<file path="config.mk">
export PLATFORM = sky130hd
export DESIGN_NAME = id_stage_pipe
export DESIGN_NICKNAME = d
export VERILOG_FILES = /design/src/rtl/id_pkg.sv /design/src/rtl/id_stage_pipe_decoder.sv /design/src/rtl/id_stage_pipe.sv
export SDC_FILE = /design/constraint.sdc
export NUM_CORES = 1
export LEC_CHECK = 0
export ABC_AREA = 1
export CAP_MARGIN = 40
export CELL_PAD_IN_SITES_DETAIL_PLACEMENT = 0
export CELL_PAD_IN_SITES_GLOBAL_PLACEMENT = 1
export CORE_AREA = 2 2 108 110
export DETAILED_ROUTE_END_ITERATION = 6
export DIE_AREA = 0 0 110 112
export PLACE_DENSITY_LB_ADDON = 0.1
export SLEW_MARGIN = 40
export SYNTH_ARGS = -nofsm -noshare
export SYNTH_HDL_FRONTEND = slang
export SYNTH_SLANG_ARGS = --single-unit
export TNS_END_PERCENT = 100
</file>
<file path="constraint.sdc">
create_clock -name clk -period 2.3 [get_ports clk]
set_clock_uncertainty 0.15 [all_clocks]
set_input_delay 0.46 -clock clk [delete_from_list [all_inputs] [get_ports clk]]
set_output_delay 0.46 -clock clk [all_outputs]
set_load 0.005 [all_outputs]
</file>
<file path="src/rtl/id_pkg.sv">
// id_pkg: opcodes, execute commands, instruction field positions,
// FSM states and the decoder control bundle for the ID stage.
package id_pkg;

  typedef enum logic [3:0] {
    OP_NOP  = 4'd0,
    OP_ADD  = 4'd1,
    OP_SUB  = 4'd2,
    OP_AND  = 4'd3,
    OP_OR   = 4'd4,
    OP_ADDI = 4'd5,
    OP_LD   = 4'd6,
    OP_ST   = 4'd7,
    OP_BEZ  = 4'd8,
    OP_BNE  = 4'd9,
    OP_JMP  = 4'd10,
    OP_CMP  = 4'd11,
    OP_MOV  = 4'd12,
    OP_MUL  = 4'd13
  } opcode_e;

  typedef enum logic [3:0] {
    EXE_NOP = 4'd0,
    EXE_ADD = 4'd1,
    EXE_SUB = 4'd2,
    EXE_AND = 4'd3,
    EXE_OR  = 4'd4,
    EXE_MOV = 4'd5,
    EXE_MUL = 4'd6
  } exe_cmd_e;

  typedef enum logic {
    ST_IDLE,
    ST_MUL_WAIT
  } id_state_e;

  localparam int OPC_MSB = 15;
  localparam int OPC_LSB = 12;
  localparam int RD_LSB  = 8;
  localparam int RS2_LSB = 4;
  localparam int IMM_LSB = 0;

  typedef struct packed {
    logic [3:0] cmd;
    logic       wb_en;
    logic       mem_r_en;
    logic       mem_w_en;
    logic       comp_en;
    logic       mov_en;
    logic       mul_en;
    logic       use_imm;
    logic       is_bez;
    logic       is_bne;
    logic       is_jmp;
  } id_ctrl_t;

endpackage

</file>
<file path="src/rtl/id_stage_pipe_decoder.sv">
// id_decoder: opcode to control bundle, purely combinational.
// Unused opcodes 14-15 fall through to the all-zero NOP bundle.
module id_decoder
  import id_pkg::*;
(
  input  logic [3:0] opcode,
  output id_ctrl_t   ctrl
);

  always_comb begin
    ctrl = '0;
    unique case (1'b1)
      (opcode == OP_ADD): begin
        ctrl.cmd   = EXE_ADD;
        ctrl.wb_en = 1'b1;
      end
      (opcode == OP_SUB): begin
        ctrl.cmd   = EXE_SUB;
        ctrl.wb_en = 1'b1;
      end
      (opcode == OP_AND): begin
        ctrl.cmd   = EXE_AND;
        ctrl.wb_en = 1'b1;
      end
      (opcode == OP_OR): begin
        ctrl.cmd   = EXE_OR;
        ctrl.wb_en = 1'b1;
      end
      (opcode == OP_ADDI): begin
        ctrl.cmd     = EXE_ADD;
        ctrl.wb_en   = 1'b1;
        ctrl.use_imm = 1'b1;
      end
      (opcode == OP_LD): begin
        ctrl.cmd      = EXE_ADD;
        ctrl.wb_en    = 1'b1;
        ctrl.mem_r_en = 1'b1;
        ctrl.use_imm  = 1'b1;
      end
      (opcode == OP_ST): begin
        ctrl.cmd      = EXE_ADD;
        ctrl.mem_w_en = 1'b1;
        ctrl.use_imm  = 1'b1;
      end
      (opcode == OP_BEZ): begin
        ctrl.use_imm = 1'b1;
        ctrl.is_bez  = 1'b1;
      end
      (opcode == OP_BNE): begin
        ctrl.use_imm = 1'b1;
        ctrl.is_bne  = 1'b1;
      end
      (opcode == OP_JMP): begin
        ctrl.use_imm = 1'b1;
        ctrl.is_jmp  = 1'b1;
      end
      (opcode == OP_CMP): begin
        ctrl.cmd     = EXE_SUB;
        ctrl.wb_en   = 1'b1;
        ctrl.comp_en = 1'b1;
      end
      (opcode == OP_MOV): begin
        ctrl.cmd    = EXE_MOV;
        ctrl.wb_en  = 1'b1;
        ctrl.mov_en = 1'b1;
      end
      (opcode == OP_MUL): begin
        ctrl.cmd    = EXE_MUL;
        ctrl.wb_en  = 1'b1;
        ctrl.mul_en = 1'b1;
      end
      default: ;
    endcase
  end

endmodule

</file>
<file path="src/rtl/id_stage_pipe.sv">
// id_stage_pipe: decode, branch resolve and ID/EX register.
// ID_MUL_SEQ_EN enables multi-cycle MUL occupancy sequencing.
module id_stage_pipe
  import id_pkg::*;
#(
  parameter int WORD_LEN     = 16,
  parameter int REG_ADDR_LEN = 4,
  parameter int IMM_LEN      = 8,
  parameter int COMP_DEST    = 9,
  parameter int MUL_CYCLES   = 3
) (
  input  logic                    clk,
  input  logic                    rst,
  input  logic                    in_valid,
  output logic                    in_ready,
  input  logic [15:0]             instruction,
  input  logic [WORD_LEN-1:0]     reg1,
  input  logic [WORD_LEN-1:0]     reg2,
  input  logic                    hazard_detected,
  output logic [REG_ADDR_LEN-1:0] src1,
  output logic [REG_ADDR_LEN-1:0] src2,
  output logic                    br_taken,
  output logic                    ex_valid,
  output logic [3:0]              ex_cmd,
  output logic [WORD_LEN-1:0]     ex_val1,
  output logic [WORD_LEN-1:0]     ex_val2,
  output logic [WORD_LEN-1:0]     ex_reg2,
  output logic [REG_ADDR_LEN-1:0] ex_dest,
  output logic [REG_ADDR_LEN-1:0] ex_src1,
  output logic [REG_ADDR_LEN-1:0] ex_src2_forw,
  output logic                    ex_wb_en,
  output logic                    ex_mem_r_en,
  output logic                    ex_mem_w_en,
  output logic                    ex_comp_en,
  output logic                    ex_mov_en,
  output logic                    ex_mul_en
);

  id_ctrl_t                ctrl;
  logic [3:0]              opcode;
  logic [REG_ADDR_LEN-1:0] rd;
  logic [REG_ADDR_LEN-1:0] rs2;
  logic [REG_ADDR_LEN-1:0] dest_d;
  logic [REG_ADDR_LEN-1:0] src2f_d;
  logic [IMM_LEN-1:0]      imm;
  logic [WORD_LEN-1:0]     imm_ext;
  logic [WORD_LEN-1:0]     val2_d;
  logic                    accept;
  logic                    br_cond;

  assign opcode  = instruction[OPC_MSB:OPC_LSB];
  assign rd      = instruction[RD_LSB +: REG_ADDR_LEN];
  assign rs2     = instruction[RS2_LSB +: REG_ADDR_LEN];
  assign imm     = instruction[IMM_LSB +: IMM_LEN];
  assign imm_ext = {{(WORD_LEN-IMM_LEN){imm[IMM_LEN-1]}}, imm};

  id_decoder u_dec (
    .opcode (opcode),
    .ctrl   (ctrl)
  );

  assign src1   = rd;
  assign src2   = rs2;
  assign accept = in_valid & in_ready;

  assign br_cond = (ctrl.is_bez & (reg1 == '0))
                 | (ctrl.is_bne & (reg1 != reg2))
                 | ctrl.is_jmp;
  assign br_taken = accept & br_cond;

  assign val2_d  = ctrl.use_imm ? imm_ext : reg2;
  assign src2f_d = ctrl.use_imm ? '0 : rs2;
  assign dest_d  = ctrl.comp_en ? REG_ADDR_LEN'(COMP_DEST) : rd;

  // Anything not accepted lands in ID/EX as an all-zero bubble.
  always_ff @(posedge clk or posedge rst) begin
    if (rst) begin
      ex_valid     <= 1'b0;
      ex_cmd       <= '0;
      ex_val1      <= '0;
      ex_val2      <= '0;
      ex_reg2      <= '0;
      ex_dest      <= '0;
      ex_src1      <= '0;
      ex_src2_forw <= '0;
      ex_wb_en     <= 1'b0;
      ex_mem_r_en  <= 1'b0;
      ex_mem_w_en  <= 1'b0;
      ex_comp_en   <= 1'b0;
      ex_mov_en    <= 1'b0;
      ex_mul_en    <= 1'b0;
    end else begin
      ex_valid     <= accept;
      ex_cmd       <= accept ? ctrl.cmd : '0;
      ex_val1      <= accept ? reg1 : '0;
      ex_val2      <= accept ? val2_d : '0;
      ex_reg2      <= accept ? reg2 : '0;
      ex_dest      <= accept ? dest_d : '0;
      ex_src1      <= accept ? rd : '0;
      ex_src2_forw <= accept ? src2f_d : '0;
      ex_wb_en     <= accept & ctrl.wb_en;
      ex_mem_r_en  <= accept & ctrl.mem_r_en;
      ex_mem_w_en  <= accept & ctrl.mem_w_en;
      ex_comp_en   <= accept & ctrl.comp_en;
      ex_mov_en    <= accept & ctrl.mov_en;
      ex_mul_en    <= accept & ctrl.mul_en;
    end
  end

`ifdef ID_MUL_SEQ_EN
  localparam int CNT_W = $clog2(MUL_CYCLES + 1);

  id_state_e        state;
  id_state_e        state_nxt;
  logic [CNT_W-1:0] cnt;
  logic [CNT_W-1:0] cnt_nxt;

  always_ff @(posedge clk or posedge rst) begin
    if (rst) begin
      state <= ST_IDLE;
      cnt   <= '0;
    end else begin
      state <= state_nxt;
      cnt   <= cnt_nxt;
    end
  end

  // Hazards only gate acceptance; the wait countdown keeps running.
  always_comb begin
    state_nxt = state;
    cnt_nxt   = cnt;
    unique case (state)
      ST_IDLE: begin
        if (accept && ctrl.mul_en) begin
          state_nxt = ST_MUL_WAIT;
          cnt_nxt   = CNT_W'(MUL_CYCLES - 1);
        end
      end
      ST_MUL_WAIT: begin
        if (cnt == CNT_W'(1)) begin
          state_nxt = ST_IDLE;
          cnt_nxt   = '0;
        end else begin
          cnt_nxt = cnt - CNT_W'(1);
        end
      end
      default: begin
        state_nxt = ST_IDLE;
        cnt_nxt   = '0;
      end
    endcase
  end

  assign in_ready = ~hazard_detected & (state == ST_IDLE);
`else
  // MUL_CYCLES has no effect when MUL issues in a single cycle.
  if (MUL_CYCLES < 2) begin : g_mul_cycles_unused
  end

  assign in_ready = ~hazard_detected;
`endif

endmodule

</file>
[Word-level counts from Yosys, hierarchy flattened]
Cells that the tools add are included.
Storage, ports and cells
  register bits after elaboration: 71
  bits of input ports: 52
  output and inout port bits: 81
  word-level logic and storage cells: 67
Operators by class
  eq/ne operators: 14
  mux-type cells: 21
  bitwise logic cells: 13
  reduce and logical (&&, ||, !) cells: 5
Operators with widths (count)
  $mux W16: 4
  $eq A4 B4 Y1 const B: 6
  $mux W4: 6
  $pmux W3 S6: 1
  $eq A4 B3 Y1 const B: 4
  $logic_not A16 Y1: 1
  $ne A16 B16 Y1: 1
  $and A1 B1 Y1: 10
  $mux W1: 10
  $reduce_or A9 Y1: 1
  $eq A4 B2 Y1 const B: 2
  $reduce_or A6 Y1: 1
  $eq A4 B1 Y1 const B: 1
  $reduce_or A4 Y1: 1
  $or A1 B1 Y1: 2
  $reduce_or A2 Y1: 1
  $not A1 Y1: 1

[Longest topological paths before layout]
Gate-level depths: netlist of run 1.
  depth after elaboration: 6
  depth in mapped cells: 9
  depth with buffers taken out: 9

[Hierarchy]
From an unflattened synthesis of run 1, not the netlist that was laid out.
Unflattened totals
  cells, all modules: 346
  area, all modules: 2911.5 um2
Modules (own cells, without submodules)
  id_stage_pipe: times used 1, cells an instance 303, area an instance 2735.1 um2, seq. area each 1776.7 um2
  id_decoder: times used 1, cells an instance 43, area an instance 176.4 um2, seq. area each 0.0 um2

[Worst setup path before layout of run 1]
OpenSTA, ideal clock, no wires.
  kind: input to output
  start point: input instruction[12]
  end point: output br_taken
  arrival time: 1.075 ns
  required time: 1.690 ns
  path slack: 0.615 ns
  cell stages on the path: 7
  path buffers: 0
  cell sequence: nor2_2 nand3_1 nor2_1 nand3_1 nand2_1 inv_1 a21oi_1
Between the ends
  word-level cells in the longest chain between the ends: 6
  elaborated cells between the ends (all ways): 11
  classes of those cells: 3 x eq/ne; 3 x mux; 5 x bitwise
RTL lines
  start: declaration: RTL line id_stage_pipe.sv:16  | input logic [15:0] instruction,
  $eq A4 B4 Y1, on equally long branches: RTL line id_stage_pipe_decoder.sv:45, id_stage_pipe_decoder.sv:49
  $mux W1: RTL line id_stage_pipe_decoder.sv:12  | unique case (1'b1)
  $and A1 B1 Y1, on equally long branches: RTL line id_stage_pipe.sv:66, id_stage_pipe.sv:67
  $or A1 B1 Y1: RTL line id_stage_pipe.sv:67  | | (ctrl.is_bne & (reg1 != reg2))
  $or A1 B1 Y1 *: RTL line id_stage_pipe.sv:68  | | ctrl.is_jmp;
  $and A1 B1 Y1 *: RTL line id_stage_pipe.sv:69  | assign br_taken = accept & br_cond;
  end: declaration: RTL line id_stage_pipe.sv:22  | output logic br_taken,
Every way passes the cells marked *; elsewhere a longest branch is shown, timed or not.

[Worst setup path after layout of run 1]
  start point: input instruction[13]
  end point: output br_taken
Same word-level chain as after synthesis.

==> metrics, run 1 <==
outcome=finished clean; post-synth top area share=62.0%; Core ar.=11200 um2; H-Tree Depth=3; diode count=0; Final Max Slew Viols=0; Final Hold Fails=0; DRT antenna net count=0; worst vdd ir=375 uV; CTS sink cnt=70; Fmax achieved=0.458 GHz; largest family of logic cells by synthesized area=simple AND/OR/NAND/NOR gates; WL met2=3880 um; leading area contributor after synthesis=dfrtp_1; CP max FO=3; area of the die=12300 um2; FF+latch count, synth=70; power per cell area=638 nW/um2; DR vias/cell=3.92; startpoint types=primary input; post-synthesis adder-cell area fraction=0%; CTS Root Cell=clkbuf_16; Final Setup Violations=0; Req. time, crit path=1690 ps; Min Clock Period, post-route=2180 ps; initial DRC count=92; area of the mapped netlist=2830 um2; total global routing overflow=0; row count=39; DR WL/cell=12.8 um; nature of the critical path endpoint=output port; Die Y-Extent=112 um; met3 wire len=440 um; CTS tree=built; DRC=0; Synthesized Nets=370; DR vias=2495; simple-gate portion of the synthesized area=19.8%; layout cells sized above 1=19.3%; critical path type=primary input to output port; initial antenna violation count=0; Clock transition at path regs=50 ps; post-place instance area=4570 um2; Post-synth top cells=70 x dfrtp_1, 69 x nand2_1, 61 x nor2_1; Tightest Hold Check Type=primary input to asynchronous set/reset pin; yosys warns=0; routability cong.=0.794; ys flop type=dfrtp_1; crit path DAT=1570 ps; setup TNS=0 ps; total CTS buffers=9; Synth Instances=318; Final period util=95.0%; Pre-antenna DRT Iters=4; Detailed Place HPWL=6120 um; post-synthesis mux area share=0%; syn avg cell area=8.88 um2; vias in the first global route=2541; Seq/Total Area, Yosys=62.0%; design area=4850 um2; IO buf count=131; RSZ-0062 raised after global routing=no; post-synth cell types=21; count leader, synth=dfrtp_1; I/O pin cnt=133; Leakage=2.47 nW; first-pass GRT wire length=12900 um; top sig layer=met4; P&R area growth vs syn=71.7%; top cells by area, synth=dfrtp_1 62%, nand2_1 9.2%, nor2_1 8.1%, inv_1 6.8%, a21oi_1 3.4%; pin count of the biggest net entering global routing=31; Max Cap Viol=0; GRT Overall Usage=13.9%; Compound-Gate Fraction of Synth Area=7.09%; drt total wl=8170 um; post-synthesis xor/xnor area fraction=0%; Nets=540; Clock Path Buffers=2; ys async rst share=100%; Routed met1 length=3730 um; Chip Width=110 um; Initial Util=25.3%; EDFF count, synth=0; hold_buf cts=0
final cells by class:
type                    instances  area [um2]
repair buffers                174        1630
clock inverters                 5        50.0
flip-flops and latches         70        1750
well taps                     143         179
clock buffers                  11         233
multi-input cells             177         795
fillers                      1148        6320
inverters                      56         216
where the power goes:
group          switching, mW  internal, mW  total (mW)
Combinational          0.210         0.247       0.457
Sequential            0.0129          1.28        1.29
Clock                  0.510         0.833        1.34
routing by layer:
metal | track usage (%) | vias up
li1 | - | 1287
met1 | 18.6 | 1128
met2 | 21.8 | 72
met3 | 3.75 | 8
met4 | 4.05 | 0
met5 | 0 | -
cells by family after synthesis:
| logic type | after synthesis |
|---|---|
| buf+inv | 71 |
| flops | 70 |
| compound gates | 34 |
| simple gates | 142 |
| other cells | 1 |
cells in the final DEF, fill, tap and decap left out, drive strengths merged, types with 8 or more instances in the layout:
cell,netlist,final
a21oi,23,23
buf,10,44
clkbuf,5,11
clkdlybuf4s50,0,94
dfrtp,70,70
dlygate4sd2,0,34
inv,56,55
nand2,70,70
nor2,63,63
o21ai,8,8
through the flow:
step                      total power, mW  util [%]  setup WS [ps]  cells  hold slack, ps
after floorplan                      1.48         -            615    318             438
after global placement               1.80      40.9           -761    618             691
after detailed placement             1.79      40.9           -663    618             683
after CTS                            3.14      43.2           9.13    635             345
after global routing                 3.25      43.4          0.131    636             383
final                                3.09      43.4            115    636             348
path summary, 6_finish.rpt:
kind,from,end,cells past startpoint
setup / recovery,instruction[13],br_taken,9
hold / removal,rst,ex_val1[1],2
min in group clk,reg2[11],ex_reg2[11],4
max in group asynchronous,rst,ex_val2[14],3
sequential cells by signal, indices dropped and copies added, names as in the netlist:
register,flops
ex_reg2,16
ex_val1,16
ex_val2,16
ex_dest,4
ex_src1,4
ex_src2_forw,4
ex_cmd,3
ex_comp_en,1
ex_mem_r_en,1
ex_mem_w_en,1
ex_mov_en,1
ex_mul_en,1
ex_valid,1
ex_wb_en,1
worst max-delay path, cell delays in order:
cell	delay (ps)
dlygate4sd2_1	260
nor2_4	150
nand3_2	100
nor2_2	130
nand3_2	80
nand2_2	70
inv_1	40
a21oi_2	140
buf_2	140
repair_timing:
action,4_1_cts,5_1_grt
gates resized for setup,58,6
pin swaps,19,7
setup endpoints to repair,1,1
buffers inserted,1,1
Power figures use the tool's default switching activity.
==> inputs of run 2 (changes only) <==
--- a/config.mk
+++ b/config.mk
@@ -9,12 +9,14 @@
 export CAP_MARGIN = 40
 export CELL_PAD_IN_SITES_DETAIL_PLACEMENT = 0
 export CELL_PAD_IN_SITES_GLOBAL_PLACEMENT = 1
-export CORE_AREA = 2 2 108 110
+export CORE_AREA = 2 2 109 111
+export CTS_CLUSTER_DIAMETER = 40
 export DETAILED_ROUTE_END_ITERATION = 6
-export DIE_AREA = 0 0 110 112
+export DIE_AREA = 0 0 111 113
 export PLACE_DENSITY_LB_ADDON = 0.1
 export SLEW_MARGIN = 40
 export SYNTH_ARGS = -nofsm -noshare
 export SYNTH_HDL_FRONTEND = slang
+export SYNTH_HIERARCHICAL = 1
 export SYNTH_SLANG_ARGS = --single-unit
 export TNS_END_PERCENT = 100
==> metrics, run 2 <==
DRT antenna net count=0 (unchanged); worst setup margin=112 ps (was 115 ps); CTS sink cnt=71 (was 70); Total Power=3.12 mW (was 3.09 mW); area of the die=12500 um2 (was 12300 um2); hold_buf cts=0 (unchanged); FF+latch count, synth=71 (was 70); first-pass GRT wire length=13900 um (was 12900 um); Pre-antenna DRT Iters=4 (unchanged); Die Y-Extent=113 um (was 112 um); commonest non-fill, non-tap cell in the layout=clkdlybuf4s50_1 (unchanged); total global routing overflow=0 (unchanged); Final Max Slew Viols=0 (unchanged); pre-CTS setup slack=-715 ps (was -663 ps); total CTS buffers=9 (unchanged); Clock Path Buffers=2 (unchanged); WHS Path Cells=3; CTS tree=built (unchanged); Final period util=95.1% (was 95.0%); top cells by area, synth=dfrtp_1 61%, nand2_1 12%, nor2_1 10%, inv_1 6.6%, buf_4 2.3% (was dfrtp_1 62%, nand2_1 9.2%, nor2_1 8.1%, inv_1 6.8%, a21oi_1 3.4%); P&R area growth vs syn=74.3% (was 71.7%); Initial Util=25.8% (was 25.3%); Fillers=1179 (was 1148); outcome=finished clean (unchanged); IO buf count=132 (was 131); row count=39 (unchanged); Synth Instances=346 (was 318); area of the mapped netlist=2910 um2 (was 2830 um2); Min Clock Period, post-route=2190 ps (was 2180 ps); startpoint types=primary input (unchanged); vias in the first global route=2681 (was 2541); drt total wl=8850 um (was 8170 um); layout cells sized above 1=20.2% (was 19.3%); EDFF count, synth=0 (unchanged); hold path endpoint=ex_val1[4]; I/O pin cnt=133 (unchanged); gr busiest metal=met2 (unchanged); initial antenna violation count=0 (unchanged); post-synth cell types=19 (was 21); DR vias=2700 (was 2495); Leakage=2.65 nW (was 2.47 nW); routability cong.=0.825 (was 0.794); GRT Overall Usage=14.6% (was 13.9%); RSZ-0062 raised after global routing=no (unchanged); Clock transition at path regs=60 ps (was 50 ps); initial DRC count=67 (was 92); met2 usage=24.3% (was 21.8%); Final Hold Fails=0 (unchanged); pin count of the biggest net entering global routing=72 (was 31); largest registers=ex_reg2 x16, ex_val1 x16, ex_val2 x16 (unchanged); Hold Startpoint=reg1[4]; worst vdd ir=275 uV (was 375 uV); ys flop type=dfrtp_1 (unchanged); Chip Width=111 um (was 110 um); critical path type=primary input to output port (unchanged); CP max FO=3 (unchanged); Post-synth top cells=90 x nand2_1, 80 x nor2_1, 71 x dfrtp_1 (was 70 x dfrtp_1, 69 x nand2_1, 61 x nor2_1); yosys warns=6 (was 0); nature of the critical path endpoint=output port (unchanged); Core ar.=11300 um2 (was 11200 um2); Max Cap Viol=0 (unchanged); Req. time, crit path=1690 ps (about the same); GR Util met3=4.61% (was 3.75%); Tightest Hold Check Type=primary input to flip-flop (was primary input to asynchronous set/reset pin); Fmax achieved=0.457 GHz (was 0.458 GHz); leading area contributor after synthesis=dfrtp_1 (unchanged); DR vias/cell=3.99 (was 3.92); final core utilization=45.0% (was 43.4%); Detailed Place HPWL=6660 um (was 6120 um); ys async rst share=100% (unchanged); power per cell area=615 nW/um2 (was 638 nW/um2); Seq/Total Area, Yosys=61.0% (was 62.0%); post-place instance area=4710 um2 (was 4570 um2); syn avg cell area=8.41 um2 (was 8.88 um2); Nets=581 (was 540); post-synth top area share=61.0% (was 62.0%); DRC=0 (unchanged); count leader, synth=nand2_1 (was dfrtp_1); Final Setup Violations=0 (unchanged); Synthesized Nets=398 (was 370); crit path DAT=1580 ps (was 1570 ps); commonest cells after routing, fill and taps aside=95 x clkdlybuf4s50_1, 87 x nand2_1, 77 x nor2_1 (was 94 x clkdlybuf4s50_1, 70 x dfrtp_1, 67 x nand2_1); GR met1 Demand/Resource=18.4% (was 18.6%); H-Tree Depth=3 (unchanged); design area=5070 um2 (was 4850 um2); CTS Root Cell=clkbuf_16 (unchanged); diode count=0 (unchanged); DR WL/cell=13.1 um (was 12.8 um)
[run 2: layer usage]
layer	routed length (um)	up-vias
met5	0	-
met4	114	0
met3	487	9
met2	4450	71
met1	3800	1239
li1	-	1381
[run 2: worst max-delay path, stage by stage]
cell           delay (ps)
dlygate4sd2_1         290
inv_1                  80
nand2_1                70
nand2_1                60
nor2_2                140
nand2_1                80
nor2_1                 90
nand2_1                60
nand2_1                70
a21oi_2                60
buf_2                 130
[run 2: cell type report]
type / count / area (um2) / area share, %
repair buffers: 189 / 1750 / 34.6
flip-flops and latches: 71 / 1780 / 35.0
multi-input cells: 204 / 871 / 17.2
clock buffers: 10 / 239 / 4.71
inverters: 54 / 209 / 4.12
well taps: 143 / 179 / 3.53
clock inverters: 6 / 45.0 / 0.888
[run 2: stage by stage]
| stage | hold slack [ps] | cells | setup TNS (ps) |
|---|---|---|---|
| floorplan | 426 | 346 | 0 |
| global placement | 809 | 653 | -676 |
| detailed placement | 811 | 653 | -715 |
| CTS | 358 | 677 | 0 |
| global route | 270 | 677 | 0 |
| finish | 281 | 677 | 0 |
[run 2: worst max path at each step]
stage / start / end / slack [ps] / depth (start not counted)
after global placement: instruction[13] / br_taken / -680 / 9
after CTS: reg1[4] / br_taken / 1 / 7
final: reg1[10] / br_taken / 110 / 11
after global routing: instruction[15] / br_taken / 6 / 8
after detailed placement: instruction[13] / br_taken / -720 / 9
after floorplan: instruction[14] / br_taken / 480 / 7
[run 2: logic make-up after synthesis]
logic type	Yosys count	share of synthesized area [%]
AND/OR/NAND/NOR	183	24.5
flip-flops	71	61.0
buffers and inverters	71	10.9
AO/OA/AOI/OAI	20	3.44
other	1	0.129
[run 2: power breakdown]
group          total, mW  switching [mW]  internal [mW]
Combinational      0.491           0.223          0.268
Clock               1.32           0.557          0.763
Sequential          1.31          0.0136           1.30
Total               3.12           0.793           2.33
[run 2: repair_timing]
action,CTS,global route
pin swaps,14,7
setup endpoints to repair,1,1
resized for setup,57,14
setup buffers,8,0
==> inputs of run 3 (changes only) <==
--- a/config.mk
+++ b/config.mk
@@ -5,18 +5,16 @@
 export SDC_FILE = /design/constraint.sdc
 export NUM_CORES = 1
 export LEC_CHECK = 0
-export ABC_AREA = 1
 export CAP_MARGIN = 40
 export CELL_PAD_IN_SITES_DETAIL_PLACEMENT = 0
 export CELL_PAD_IN_SITES_GLOBAL_PLACEMENT = 1
-export CORE_AREA = 2 2 109 111
+export CORE_AREA = 2 2 104 106
 export CTS_CLUSTER_DIAMETER = 40
 export DETAILED_ROUTE_END_ITERATION = 6
-export DIE_AREA = 0 0 111 113
+export DIE_AREA = 0 0 106 108
 export PLACE_DENSITY_LB_ADDON = 0.1
 export SLEW_MARGIN = 40
 export SYNTH_ARGS = -nofsm -noshare
 export SYNTH_HDL_FRONTEND = slang
-export SYNTH_HIERARCHICAL = 1
 export SYNTH_SLANG_ARGS = --single-unit
 export TNS_END_PERCENT = 100
==> metrics, run 3 <==
outcome=finished clean (unchanged); DR WL/cell=15.5 um (was 13.1 um); Core ar.=10200 um2 (was 11300 um2); drt total wl=8330 um (was 8850 um); hold_buf cts=0 (unchanged); syn avg cell area=11.8 um2 (was 8.41 um2); Leakage=2.12 nW (was 2.65 nW); area of the mapped netlist=2830 um2 (was 2910 um2); Post-synth top cells=70 x dfrtp_1, 36 x and2_1, 21 x nand2_1 (was 90 x nand2_1, 80 x nor2_1, 71 x dfrtp_1); post-synth top area share=61.8% (was 61.0%); Req. time, crit path=1690 ps (about the same); FF+latch count, synth=70 (was 71); WHS=221 ps (was 281 ps); power per cell area=614 nW/um2 (was 615 nW/um2); row count=37 (was 39); worst vdd ir=257 uV (was 275 uV); H-Tree Depth=3 (unchanged); final core utilization=45.9% (was 45.0%); DRT antenna net count=0 (unchanged); Final Setup Violations=0 (unchanged); Total Power=2.88 mW (was 3.12 mW); RSZ-0062 raised after global routing=no (unchanged); CP max FO=3 (unchanged); Die Y-Extent=108 um (was 113 um); Chip Width=106 um (was 111 um); EDFF count, synth=0 (unchanged); commonest cells after routing, fill and taps aside=98 x clkdlybuf4s50_1, 70 x dfrtp_1, 36 x and2_1 (was 95 x clkdlybuf4s50_1, 87 x nand2_1, 77 x nor2_1); routability cong.=0.748 (was 0.825); critical path type=primary input to output port (unchanged); leading area contributor after synthesis=dfrtp_1 (unchanged); largest registers=ex_reg2 x16, ex_val1 x16, ex_val2 x16 (unchanged); Detailed Place HPWL=6100 um (was 6660 um); initial DRC count=38 (was 67); initial antenna violation count=0 (unchanged); crit path DAT=1640 ps (was 1580 ps); Initial Util=27.7% (was 25.8%); first-pass GRT wire length=13200 um (was 13900 um); CTS tree=built (unchanged); GRT Overall Usage=15.5% (was 14.6%); DRC=0 (unchanged); CTS Root Cell=clkbuf_8 (was clkbuf_16); total CTS buffers=9 (unchanged); DR vias=2260 (was 2700); diode count=0 (unchanged); Max Cap Viol=0 (unchanged); yosys warns=0 (was 6); Final Max Slew Viols=0 (unchanged); total global routing overflow=0 (unchanged); IO buf count=131 (was 132); Synthesized Nets=292 (was 398); DR vias/cell=4.22 (was 3.99); Clock transition at path regs=80 ps (was 60 ps); post-synth cell types=36 (was 19); Nets=447 (was 581); CTS sink cnt=70 (was 71); ys flop type=dfrtp_1 (unchanged); Final Hold Fails=0 (unchanged); P&R area growth vs syn=65.8% (was 74.3%); Clock Path Buffers=2 (unchanged); Tightest Hold Check Type=primary input to flip-flop (unchanged); ys async rst share=100% (unchanged); pin count of the biggest net entering global routing=71 (was 72); commonest non-fill, non-tap cell in the layout=clkdlybuf4s50_1 (unchanged); count leader, synth=dfrtp_1 (was nand2_1); Min Clock Period, post-route=2250 ps (was 2190 ps); Final period util=97.9% (was 95.1%); I/O pin cnt=133 (unchanged); vias in the first global route=2393 (was 2681); area of the die=11400 um2 (was 12500 um2); Pre-antenna DRT Iters=4 (unchanged); Synth Instances=240 (was 346); top cells by area, synth=dfrtp_1 62%, and2_1 7.9%, xor2_1 4.9%, buf_4 2.9%, a21oi_2 2.8% (was dfrtp_1 61%, nand2_1 12%, nor2_1 10%, inv_1 6.6%, buf_4 2.3%); layout cells sized above 1=27.3% (was 20.2%); nature of the critical path endpoint=output port (unchanged); startpoint types=primary input (unchanged); Fmax achieved=0.444 GHz (was 0.457 GHz); Seq/Total Area, Yosys=61.8% (was 61.0%)
run 3: cell types whose count changed in the layout (fill, tap and decap cells not counted), moves of 14 or more:
cell           change
and2_1            +36
buf_4             -23
dlygate4sd2_1     -25
inv_1             -36
inv_2             -14
nand2_1           -66
nor2_1            -65
run 3: metrics by stage:
stage	setup TNS (ps)	worst slack (ps)	std cells	instance area, um2
CTS	0	5.89	536	4720
finish	0	47.9	536	4700
floorplan	0	498	240	2840
global placement	-1380	-730	522	4470
global route	0	17.1	536	4700
detailed placement	-1290	-751	522	4470
run 3: power by group:
part / switching, mW / total, mW / internal, mW
combinational: 0.215 / 0.468 / 0.253
clock: 0.491 / 1.13 / 0.636
sequential: 0.0131 / 1.29 / 1.28
total: 0.719 / 2.88 / 2.17
run 3: cells by family after synthesis:
| family | synth area share, % |
|---|---|
| buf+inv | 5.34 |
| compound gates | 7.46 |
| other cells | 0.132 |
| xor+xnor | 4.94 |
| flops | 61.8 |
| simple gates | 20.3 |
run 3: cell type report:
type	instances	area, um2
inverter	3	15.0
clock buffer	10	138
clock inverter	6	85.1
sequential	70	1750
fill	980	5530
tap	136	170
timing repair buffer	165	1500
multi-input combinational	146	1040
run 3: worst max-delay path, stage by stage:
cell and delay (ps):
clkdlybuf4s15_2 210, xor2_1 180, nor4_1 260, nand4_1 150, a31o_1 240, buf_2 130
run 3: metal layers:
metal / part of all wire [%] / track usage (%) / up-vias
li1: - / - / 1082
met1: 43 / 19.8 / 1093
met2: 49 / 24.6 / 75
met3: 6.8 / 5.18 / 10
met4: 1.5 / 5.64 / 0
met5: 0 / 0 / -
run 3: repair_timing:
action,in CTS,in global routing
gates cloned,0,0
endpoints found under the setup margin,1,1
gates resized for setup,90,22
setup buffers,0,0
pin swaps,16,10
run 3: final timing paths:
kind                         start          to  slack [ps]  cells past startpoint
max in group asynchronous      rst  ex_val2[4]        1300                      3
min                        reg1[8]  ex_val1[8]         220                      2
max                        reg1[7]    br_taken          50                      6
min in group asynchronous      rst  ex_dest[0]         410                      3
